File: src/rtl/cu_pkg.sv
// Shared definitions for the microprogrammed sequencer: sequencing ops,
// controller states and microword field geometry.
package cu_pkg;

    typedef enum logic [2:0] {
        SEQ_NEXT     = 3'd0,
        SEQ_JUMP     = 3'd1,
        SEQ_JUMPZ    = 3'd2,
        SEQ_JUMPNZ   = 3'd3,
        SEQ_DISPATCH = 3'd4,
        SEQ_CALL     = 3'd5,
        SEQ_RET      = 3'd6,
        SEQ_HALT     = 3'd7
    } seq_op_t;

    typedef enum logic [1:0] {
        ST_IDLE,
        ST_RUN,
        ST_HALT,
        ST_ERR
    } state_t;

    localparam int OP_W = 3;

    function automatic int fsel_w(input int nflags);
        return (nflags <= 1) ? 1 : $clog2(nflags);
    endfunction

    function automatic int word_w(input int nflags, input int upc_w, input int cw_w);
        return OP_W + fsel_w(nflags) + upc_w + cw_w;
    endfunction

    // Microword layout, MSB to LSB: op | fsel | target | ctrl
    function automatic int target_lsb(input int cw_w);
        return cw_w;
    endfunction

    function automatic int fsel_lsb(input int upc_w, input int cw_w);
        return cw_w + upc_w;
    endfunction

    function automatic int op_lsb(input int nflags, input int upc_w, input int cw_w);
        return cw_w + upc_w + fsel_w(nflags);
    endfunction

endpackage

File: src/rtl/cu_control_store.sv
// Microword RAM: synchronous write, asynchronous read, no reset so contents
// survive a controller reset.
module cu_control_store #(
    parameter int ADDR_W = 6,
    parameter int DATA_W = 48
) (
    input  logic              clk,
    input  logic              we,
    input  logic [ADDR_W-1:0] waddr,
    input  logic [DATA_W-1:0] wdata,
    input  logic [ADDR_W-1:0] raddr,
    output logic [DATA_W-1:0] rdata
);

    logic [DATA_W-1:0] mem [2**ADDR_W];

    always_ff @(posedge clk) begin
        if (we) begin
            mem[waddr] <= wdata;
        end
    end

    assign rdata = mem[raddr];

endmodule

File: src/rtl/microseq_control_unit.sv
// Microprogrammed sequencer: fetches store[upc], drives its ctrl field and
// computes the next micro-PC with jump, dispatch and CALL/RET support.
module microseq_control_unit
    import cu_pkg::*;
#(
    parameter int UPC_W         = 6,
    parameter int CW_W          = 38,
    parameter int NFLAGS        = 2,
    parameter int STACK_DEPTH   = 4,
    parameter int START_ADDR    = 0,
    parameter int DISPATCH_BASE = 0
) (
    input  logic                                    clk,
    input  logic                                    rst_n,
    input  logic                                    enable,
    input  logic                                    start,
    input  logic [NFLAGS-1:0]                       flags,
    input  logic [UPC_W-1:0]                        MBRU,
    input  logic                                    ld_en,
    input  logic [UPC_W-1:0]                        ld_addr,
    input  logic [word_w(NFLAGS, UPC_W, CW_W)-1:0]  ld_data,
    output logic [CW_W-1:0]                         control_signal,
    output logic [UPC_W-1:0]                        upc,
    output logic                                    busy,
    output logic                                    finish,
    output logic                                    error
);

    localparam int WORD_W = word_w(NFLAGS, UPC_W, CW_W);
    localparam int FSEL_W = fsel_w(NFLAGS);
    localparam int SP_W   = $clog2(STACK_DEPTH + 1);
    localparam int IDX_W  = (STACK_DEPTH > 1) ? $clog2(STACK_DEPTH) : 1;
    localparam logic [UPC_W-1:0] START_UPC    = UPC_W'(START_ADDR);
    localparam logic [UPC_W-1:0] DISPATCH_OFS = UPC_W'(DISPATCH_BASE);
    localparam logic [SP_W-1:0]  SP_FULL      = SP_W'(STACK_DEPTH);

    state_t            state, state_n;
    logic [UPC_W-1:0]  upc_n, upc_inc, target, ret_addr;
    logic [SP_W-1:0]   sp, sp_n, sp_dec;
    logic [WORD_W-1:0] word;
    logic [FSEL_W-1:0] fsel;
    seq_op_t           op;
    logic              flag, push, store_we;
    logic [UPC_W-1:0]  stack [STACK_DEPTH];

    assign store_we = ld_en && (state != ST_RUN) && rst_n;

    cu_control_store #(
        .ADDR_W (UPC_W),
        .DATA_W (WORD_W)
    ) u_store (
        .clk   (clk),
        .we    (store_we),
        .waddr (ld_addr),
        .wdata (ld_data),
        .raddr (upc),
        .rdata (word)
    );

    assign op       = seq_op_t'(word[op_lsb(NFLAGS, UPC_W, CW_W) +: OP_W]);
    assign fsel     = word[fsel_lsb(UPC_W, CW_W) +: FSEL_W];
    assign target   = word[target_lsb(CW_W) +: UPC_W];
    assign upc_inc  = upc + UPC_W'(1);
    assign sp_dec   = sp - SP_W'(1);
    assign ret_addr = stack[sp_dec[IDX_W-1:0]];

    // Out-of-range selectors fall back to flag 0
    always_comb begin
        flag = flags[0];
        for (int unsigned i = 0; i < NFLAGS; i++) begin
            if (32'(fsel) == i) flag = flags[i];
        end
    end

    always_comb begin
        state_n = state;
        upc_n   = upc;
        sp_n    = sp;
        push    = 1'b0;
        case (state)
            ST_RUN: begin
                if (enable) begin
                    case (op)
                        SEQ_NEXT:     upc_n = upc_inc;
                        SEQ_JUMP:     upc_n = target;
                        SEQ_JUMPZ:    upc_n = flag ? target : upc_inc;
                        SEQ_JUMPNZ:   upc_n = flag ? upc_inc : target;
                        SEQ_DISPATCH: upc_n = MBRU + DISPATCH_OFS;
                        SEQ_CALL: begin
                            if (sp == SP_FULL) begin
                                state_n = ST_ERR;
                            end else begin
                                push  = 1'b1;
                                upc_n = target;
                                sp_n  = sp + SP_W'(1);
                            end
                        end
                        SEQ_RET: begin
                            if (sp == '0) begin
                                state_n = ST_ERR;
                            end else begin
                                upc_n = ret_addr;
                                sp_n  = sp_dec;
                            end
                        end
                        SEQ_HALT:     state_n = ST_HALT;
                    endcase
                end
            end
            default: begin
                if (start) begin
                    state_n = ST_RUN;
                    upc_n   = START_UPC;
                    sp_n    = '0;
                end
            end
        endcase
    end

    always_ff @(posedge clk or negedge rst_n) begin
        if (!rst_n) begin
            state <= ST_IDLE;
            upc   <= '0;
            sp    <= '0;
        end else begin
            state <= state_n;
            upc   <= upc_n;
            sp    <= sp_n;
        end
    end

    always_ff @(posedge clk) begin
        if (push) begin
            stack[sp[IDX_W-1:0]] <= upc_inc;
        end
    end

    assign control_signal = (state == ST_RUN && enable) ? word[CW_W-1:0] : '0;
    assign busy           = (state == ST_RUN);
    assign finish         = (state == ST_HALT);
    assign error          = (state == ST_ERR);

endmodule

File: config.mk
export PLATFORM = sky130hd
export DESIGN_NAME = microseq_control_unit
export DESIGN_NICKNAME = d
export VERILOG_FILES = /design/src/rtl/cu_pkg.sv /design/src/rtl/cu_control_store.sv /design/src/rtl/microseq_control_unit.sv
export SDC_FILE = /design/constraint.sdc
export NUM_CORES = 2
export LEC_CHECK = 0
export CAP_MARGIN = 10
export CELL_PAD_IN_SITES_DETAIL_PLACEMENT = 1
export CELL_PAD_IN_SITES_GLOBAL_PLACEMENT = 1
export CORE_MARGIN = 8
export CORE_UTILIZATION = 60
export CTS_BUF_LIST = sky130_fd_sc_hd__clkbuf_4 sky130_fd_sc_hd__clkbuf_8
export DETAILED_ROUTE_END_ITERATION = 8
export PLACE_DENSITY_LB_ADDON = 0.1
export SLEW_MARGIN = 15
export SYNTH_ARGS = -nofsm -noshare
export SYNTH_HDL_FRONTEND = slang
export SYNTH_SLANG_ARGS = --single-unit
File: constraint.sdc
create_clock -name clk -period 6.5 [get_ports clk]
set_input_delay 0.65 -clock clk [delete_from_list [all_inputs] [get_ports clk]]
set_output_delay 0.65 -clock clk [all_outputs]
set_load 0.01 [all_outputs]
[Yosys cells after proc, flatten, opt, wreduce, memory -nomap -nowiden]
Memory sizes are Yosys's and may differ from the RTL's.
Cells that the tools add are included.
Cells by class
  equal/unequal tests: 20
  reductions and logical operators: 9
  mux-type cells: 30
  add/subtract/negate cells: 3
Operators by type and width (count)
  6-bit two-way mux: 7
  6-bit one-hot mux with 7 select lines: 1
  38-bit two-way mux: 1
  3-bit == test, second input constant: 5
  3-bit two-way mux: 5
  5-bit AND reduction: 3
  3-bit inequality test, second input constant: 4
  2-bit two-way mux: 5
  1-bit two-way mux: 9
  8-bit by 1-bit inequality test with 1-bit output, second input constant: 1
  6-bit by 1-bit adder with 6-bit output, second input constant: 1
  3-bit by 2-bit == test with 1-bit output, second input constant: 2
  3-bit logical NOT: 2
  2-bit one-hot mux with 3 select lines: 1
  3-bit one-hot mux with 2 select lines: 1
  2-bit == test, second input constant: 2
  4-bit by 1-bit inequality test with 1-bit output, second input constant: 1
  3-bit by 1-bit adder with 3-bit output, second input constant: 1
  3-bit by 1-bit == test with 1-bit output, second input constant: 1
  1-bit logical AND: 3
  3-bit by 1-bit inequality test with 1-bit output, second input constant: 1
  3-bit by 1-bit subtractor with 3-bit output, second input constant: 1
  2-bit by 1-bit == test with 1-bit output, second input constant: 1
  2-bit by 1-bit inequality test with 1-bit output, second input constant: 1
  2 further kinds: 2
Word-level totals
  input bits: 67
  flip-flop bits (word level): 11
  output and inout port bits: 47
  memory bits (writable): 3096
  logic and storage cells: 67
  memories: 2
Memory list
  u_store.mem: words 64, width 48, rd ports 1, clocked after memory_dff 0, wr ports 1, RTL line cu_control_store.sv:15  | logic [DATA_W-1:0] mem [2**ADDR_W];
  stack: words 4, width 6, rd ports 1, clocked after memory_dff 0, wr ports 1, RTL line microseq_control_unit.sv:44  | logic [UPC_W-1:0] stack [STACK_DEPTH];

[Longest topological paths before layout]
  word-level depth: 7
  gate-level depth with buffers: 14
  depth with buffers taken out: 9

[Modules after synthesis]
From an unflattened synthesis, not the netlist that was laid out.
Unflattened totals
  cell total of the unflattened synthesis: 5149
  area total of the unflattened synthesis: 118479.9 um2
Modules (own cells, without submodules)
  cu_control_store: instances 1, cells each 4922, area an instance 116156.4 um2, seq. area each 92248.5 um2
  microseq_control_unit: instances 1, cells each 227, area an instance 2323.5 um2, seq. area each 996.0 um2

[Least setup slack after synthesis]
No wires, ideal clock.
  kind: input to register
  from: input ld_addr[5]
  to: memory u_store.mem[38][0], enable pin
  library setup time: 0.454 ns
  data required time: 6.046 ns
  buffers on the path: 2
  setup slack: 2.535 ns
  stages: 4
  arrival: 3.511 ns
  cells stage by stage: clkbuf_1 > or3b_2 > buf_1 > nor2_1
RTL lines
  from (decl): RTL line microseq_control_unit.sv:20  | input logic [UPC_W-1:0] ld_addr,
  to (decl): RTL line cu_control_store.sv:15
No word-level cell before the write port.

[Worst setup path after layout]
  from: register upc[0]
  to: output control_signal[30]
On the way
  word-level cells in the longest chain between the ends: 2
RTL lines
  from (decl): RTL line microseq_control_unit.sv:23  | output logic [UPC_W-1:0] upc,
  from (signal assigned): RTL line microseq_control_unit.sv:127  | upc <= upc_n;
  memory 64 x 48 bit
  38-bit two-way mux: RTL line microseq_control_unit.sv:138  | assign control_signal = (state == ST_RUN && enable) ? word[CW_W-1:0] : '0;
  to (decl): RTL line microseq_control_unit.sv:22  | output logic [CW_W-1:0] control_signal,
No other way between the ends.

==> run_results.csv <==
group,metric,value,unit
global_route,grt_pass1_vias,60200,
sta,period_needed,6.18,ns
pwr,clkPwrFrac,30.9,%
global_route,grt.total_usage,31.9,%
clock_tree,cts_buffers,484,
yosys,synth_most_common_cell,"edfxtp_1",
clock_tree,cts_root_buf,"clkbuf_8",
critical_path,crit_start,"upc[0]",
floorplanning,die_area,0.213,mm2
floorplanning,dieHeight,461,um
yosys,synthCells,4768,
clock_tree,cts_resized,0,
sta,period_share,95.0,%
clock_tree,cts_hold_repair.buffers,1,
critical_path,critPathRequiredTime,5.85,ns
detailed_routing,vias,58600,
global_route,overflow,0,
yosys,postSynthAreaPerCell,24.9,um2
sta,max_freq,162,MHz
yosys,yosysWarnings,0,
min_path,min_path_type,"input pin to flip-flop",
sta,tns,0,ns
sta,fin_worst_skew,0.0534,ns
clock_tree,htreeDepth,5,
sta,finalMaxSlewViolations,0,
detailed_routing,first_pass_iters,5,
place,hpwl,179000,um
finish,final_layout_size_suffix_gt1_share,35.2,%
yosys,synth_top_cell_by_area,"edfxtp_1",
detailed_routing,ant_nets,0,
sta,worst_pin_slew,1.24,ns
yosys,ys_ff_latch,3107,
critical_path,worst_setup_path_start_kind,"flip-flop",
yosys,yosysUniqueCellTypes,55,
detailed_routing,vias_per_cell,7.04,
critical_path,rrSetupSlack,1.74,ns
place,gp_congestion,0.794,
critical_path,slowest_delay,1.00,ns
critical_path,cp.arrival,5.53,ns
global_route,grt_max_degree,96,
critical_path,endpoint,"control_signal[30]",
pwr,leakage,40.9,nW
floorplanning,die_x,461,um
critical_path,worst-path-buf-inv,3,
pwr,powerDensity,376,mW/mm2
yosys,synth_edf_count,3096,
yosys,synthesis.nets,4841,
floorplanning,initial_core_util,60.3,%
global_route,grt_pass1_wl,469000,um
pwr,peakVddDrop,352,uV
critical_path,cp-end-kind,"output pin",
finish,areaGrowthSynthToFinish,12.3,%
run,maxCapViolCount,0,
sta,relSlewSlack,17.6,%
place,port_buffers,113,
critical_path,rr_worst_depth,12,
critical_path,cp.depth,7,
pwr,swShare,27.8,%
critical_path,cp_max_fo,36,
yosys,synth.area.top_cells,"edfxtp_1, mux4_2, buf_2",
critical_path,worst-setup-path-type,"flip-flop to output pin",
global_route,antenna_found_initial,19,
clock_tree,clk_path_buf_depth,4,
clock_tree,cts_tree,"yes",
detailed_routing,drc,0,
yosys,yosysTopAreaCellShare,78.2,%
sta,rsz0062_at_grt,"false",
critical_path,reg2reg_from,"upc[1]",
detailed_routing,wl_per_cell,40.7,um
pwr,power_frac_comb,24.4,%
finish,fillerInstances,15100,
floorplanning,io_pins,114,
sta,finalHoldViolCount,0,
yosys,synth_area,0.119,mm2
detailed_routing,drt_iter0_markers,8539,
pwr,p_int,0.0362,W
yosys,synth_common_cells,"edfxtp_1, mux4_2, buf_2",
yosys,async_flop_share,0.354,%
outcome,status,"finished clean",
critical_path,slowest_stage,"a311oi_1",
detailed_routing,drt-total-wl,339000,um
pwr,switchingPower,0.0139,W
clock_tree,cts_sinks,3107,
critical_path,worstPathCellList,"buf_4 -> buf_4 -> mux4_2 -> mux4_2 -> nand2_1 -> a311oi_1 -> clkdlybuf4s50_1",
critical_path,r2r_end,"sp[2]",
clock_tree,post_cts_buffers,0,
finish,nets,5384,
sta,finalSetupViolCount,0,
floorplanning,rows,163,
pwr,power_frac_seq,44.7,%
clock_tree,path_clk_slew,0.06,ns
clock_tree,clk_latency,1.13,ns
yosys,synthFlopType,"edfxtp_1",
pwr,power,0.0502,W
critical_path,path_delay_family,"buffers and inverters",
yosys,ys_seq_area_share,78.5,%
floorplanning,fp.coreArea,0.197,mm2
==> worst register-to-register path, stage by stage, from the launching register on <==
cell and delay (ns):
dfrtp_4 0.77, buf_12 0.32, buf_4 0.59, buf_4 0.39
mux4_2 0.37, a22oi_1 0.28, a21oi_1 0.22, a22o_1 0.31
nor2_1 0.33, or3_1 0.26, o221ai_1 0.21, a211oi_1 0.39
mux2i_1 0.24
==> how the worst min path moves through the flow <==
| stage | endpoint | startpoint | cells after the start | slack, ns |
|---|---|---|---|---|
| finish | u_store.mem[59][5] | ld_data[5] | 1 | 0.1 |
| global route | u_store.mem[32][5] | ld_data[5] | 1 | 0.09 |
| CTS | state[1] | start | 2 | 0.04 |
| detailed placement | state[1] | state[1] | 2 | 0.54 |
| global placement | state[1] | state[1] | 2 | 0.53 |
| floorplan | sp[0] | rst_n | 0 | 0.35 |
==> power groups by stage <==
stage / combinational [W] / clock, W / sequential [W]
2_1_floorplan: 0.00859 / 0 / 0.0226
3_3_place_gp: 0.0120 / 0 / 0.0228
3_5_place_dp: 0.0122 / 0 / 0.0228
4_1_cts: 0.0123 / 0.0157 / 0.0224
5_1_grt: 0.0128 / 0.0164 / 0.0224
6_report: 0.0123 / 0.0155 / 0.0224
==> metrics by stage <==
step	hold WS (ns)	cell area [um2]	std cells	utilization, %	worst slack [ns]
2_1_floorplan	0.354	119000	4768	-	2.53
3_3_place_gp	0.530	124000	7461	63.2	1.57
3_5_place_dp	0.544	124000	7462	63.2	1.56
4_1_cts	0.0449	133000	8306	67.7	0.278
5_1_grt	0.0896	133000	8313	67.7	0.186
6_report	0.0981	133000	8320	67.7	0.322
==> sequential cells by signal, summed over array words and instances (netlist names) <==
name	cells
state	2
stack	24
upc	6
sp	3
u_store.mem	3072
==> metal layers <==
metal,part of all wire [%],track usage [%]
met2,48,50.1
met5,0.011,0
met3,11,7.39
met4,3.9,11.1
met1,37,45.2
==> cells by family after synthesis <==
kind of cell	Yosys count	share of synthesized area [%]
flops	3107	78.5
mux	999	18.5
simple gates	273	1.08
buf+inv	261	1.07
compound gates	117	0.752
fa+ha+maj	6	0.0632
xor+xnor	5	0.0369
==> cell type report <==
type                            count  area, um2  share of cell area (%)
Sequential cell                  3107      93300                    69.9
Multi-Input combinational cell   1400      24800                    18.6
Clock buffer                      651       7950                    5.96
Tap cell                         2640       3300                    2.48
Timing Repair Buffer              310       3110                    2.33
Clock inverter                    192        967                   0.725
Inverter                            8       42.5                  0.0319
Antenna cell                       12       30.0                  0.0225
==> layout by cell type (no fill, tap or decap), drive strengths merged, types with 8 or more instances in the layout <==
cell type / count
edfxtp: 3096
mux4: 959
clkbuf: 652
buf: 238
clkinv: 180
nor2: 85
nand2: 83
clkdlybuf4s50: 69
mux2i: 37
and2: 31
nor2b: 29
a211oi: 27
a311oi: 22
a22oi: 16
o21ai: 16
nand3: 14
diode: 12
dfrtp: 11
nand4: 9
inv: 8
(Power assumes the default switching activity.)
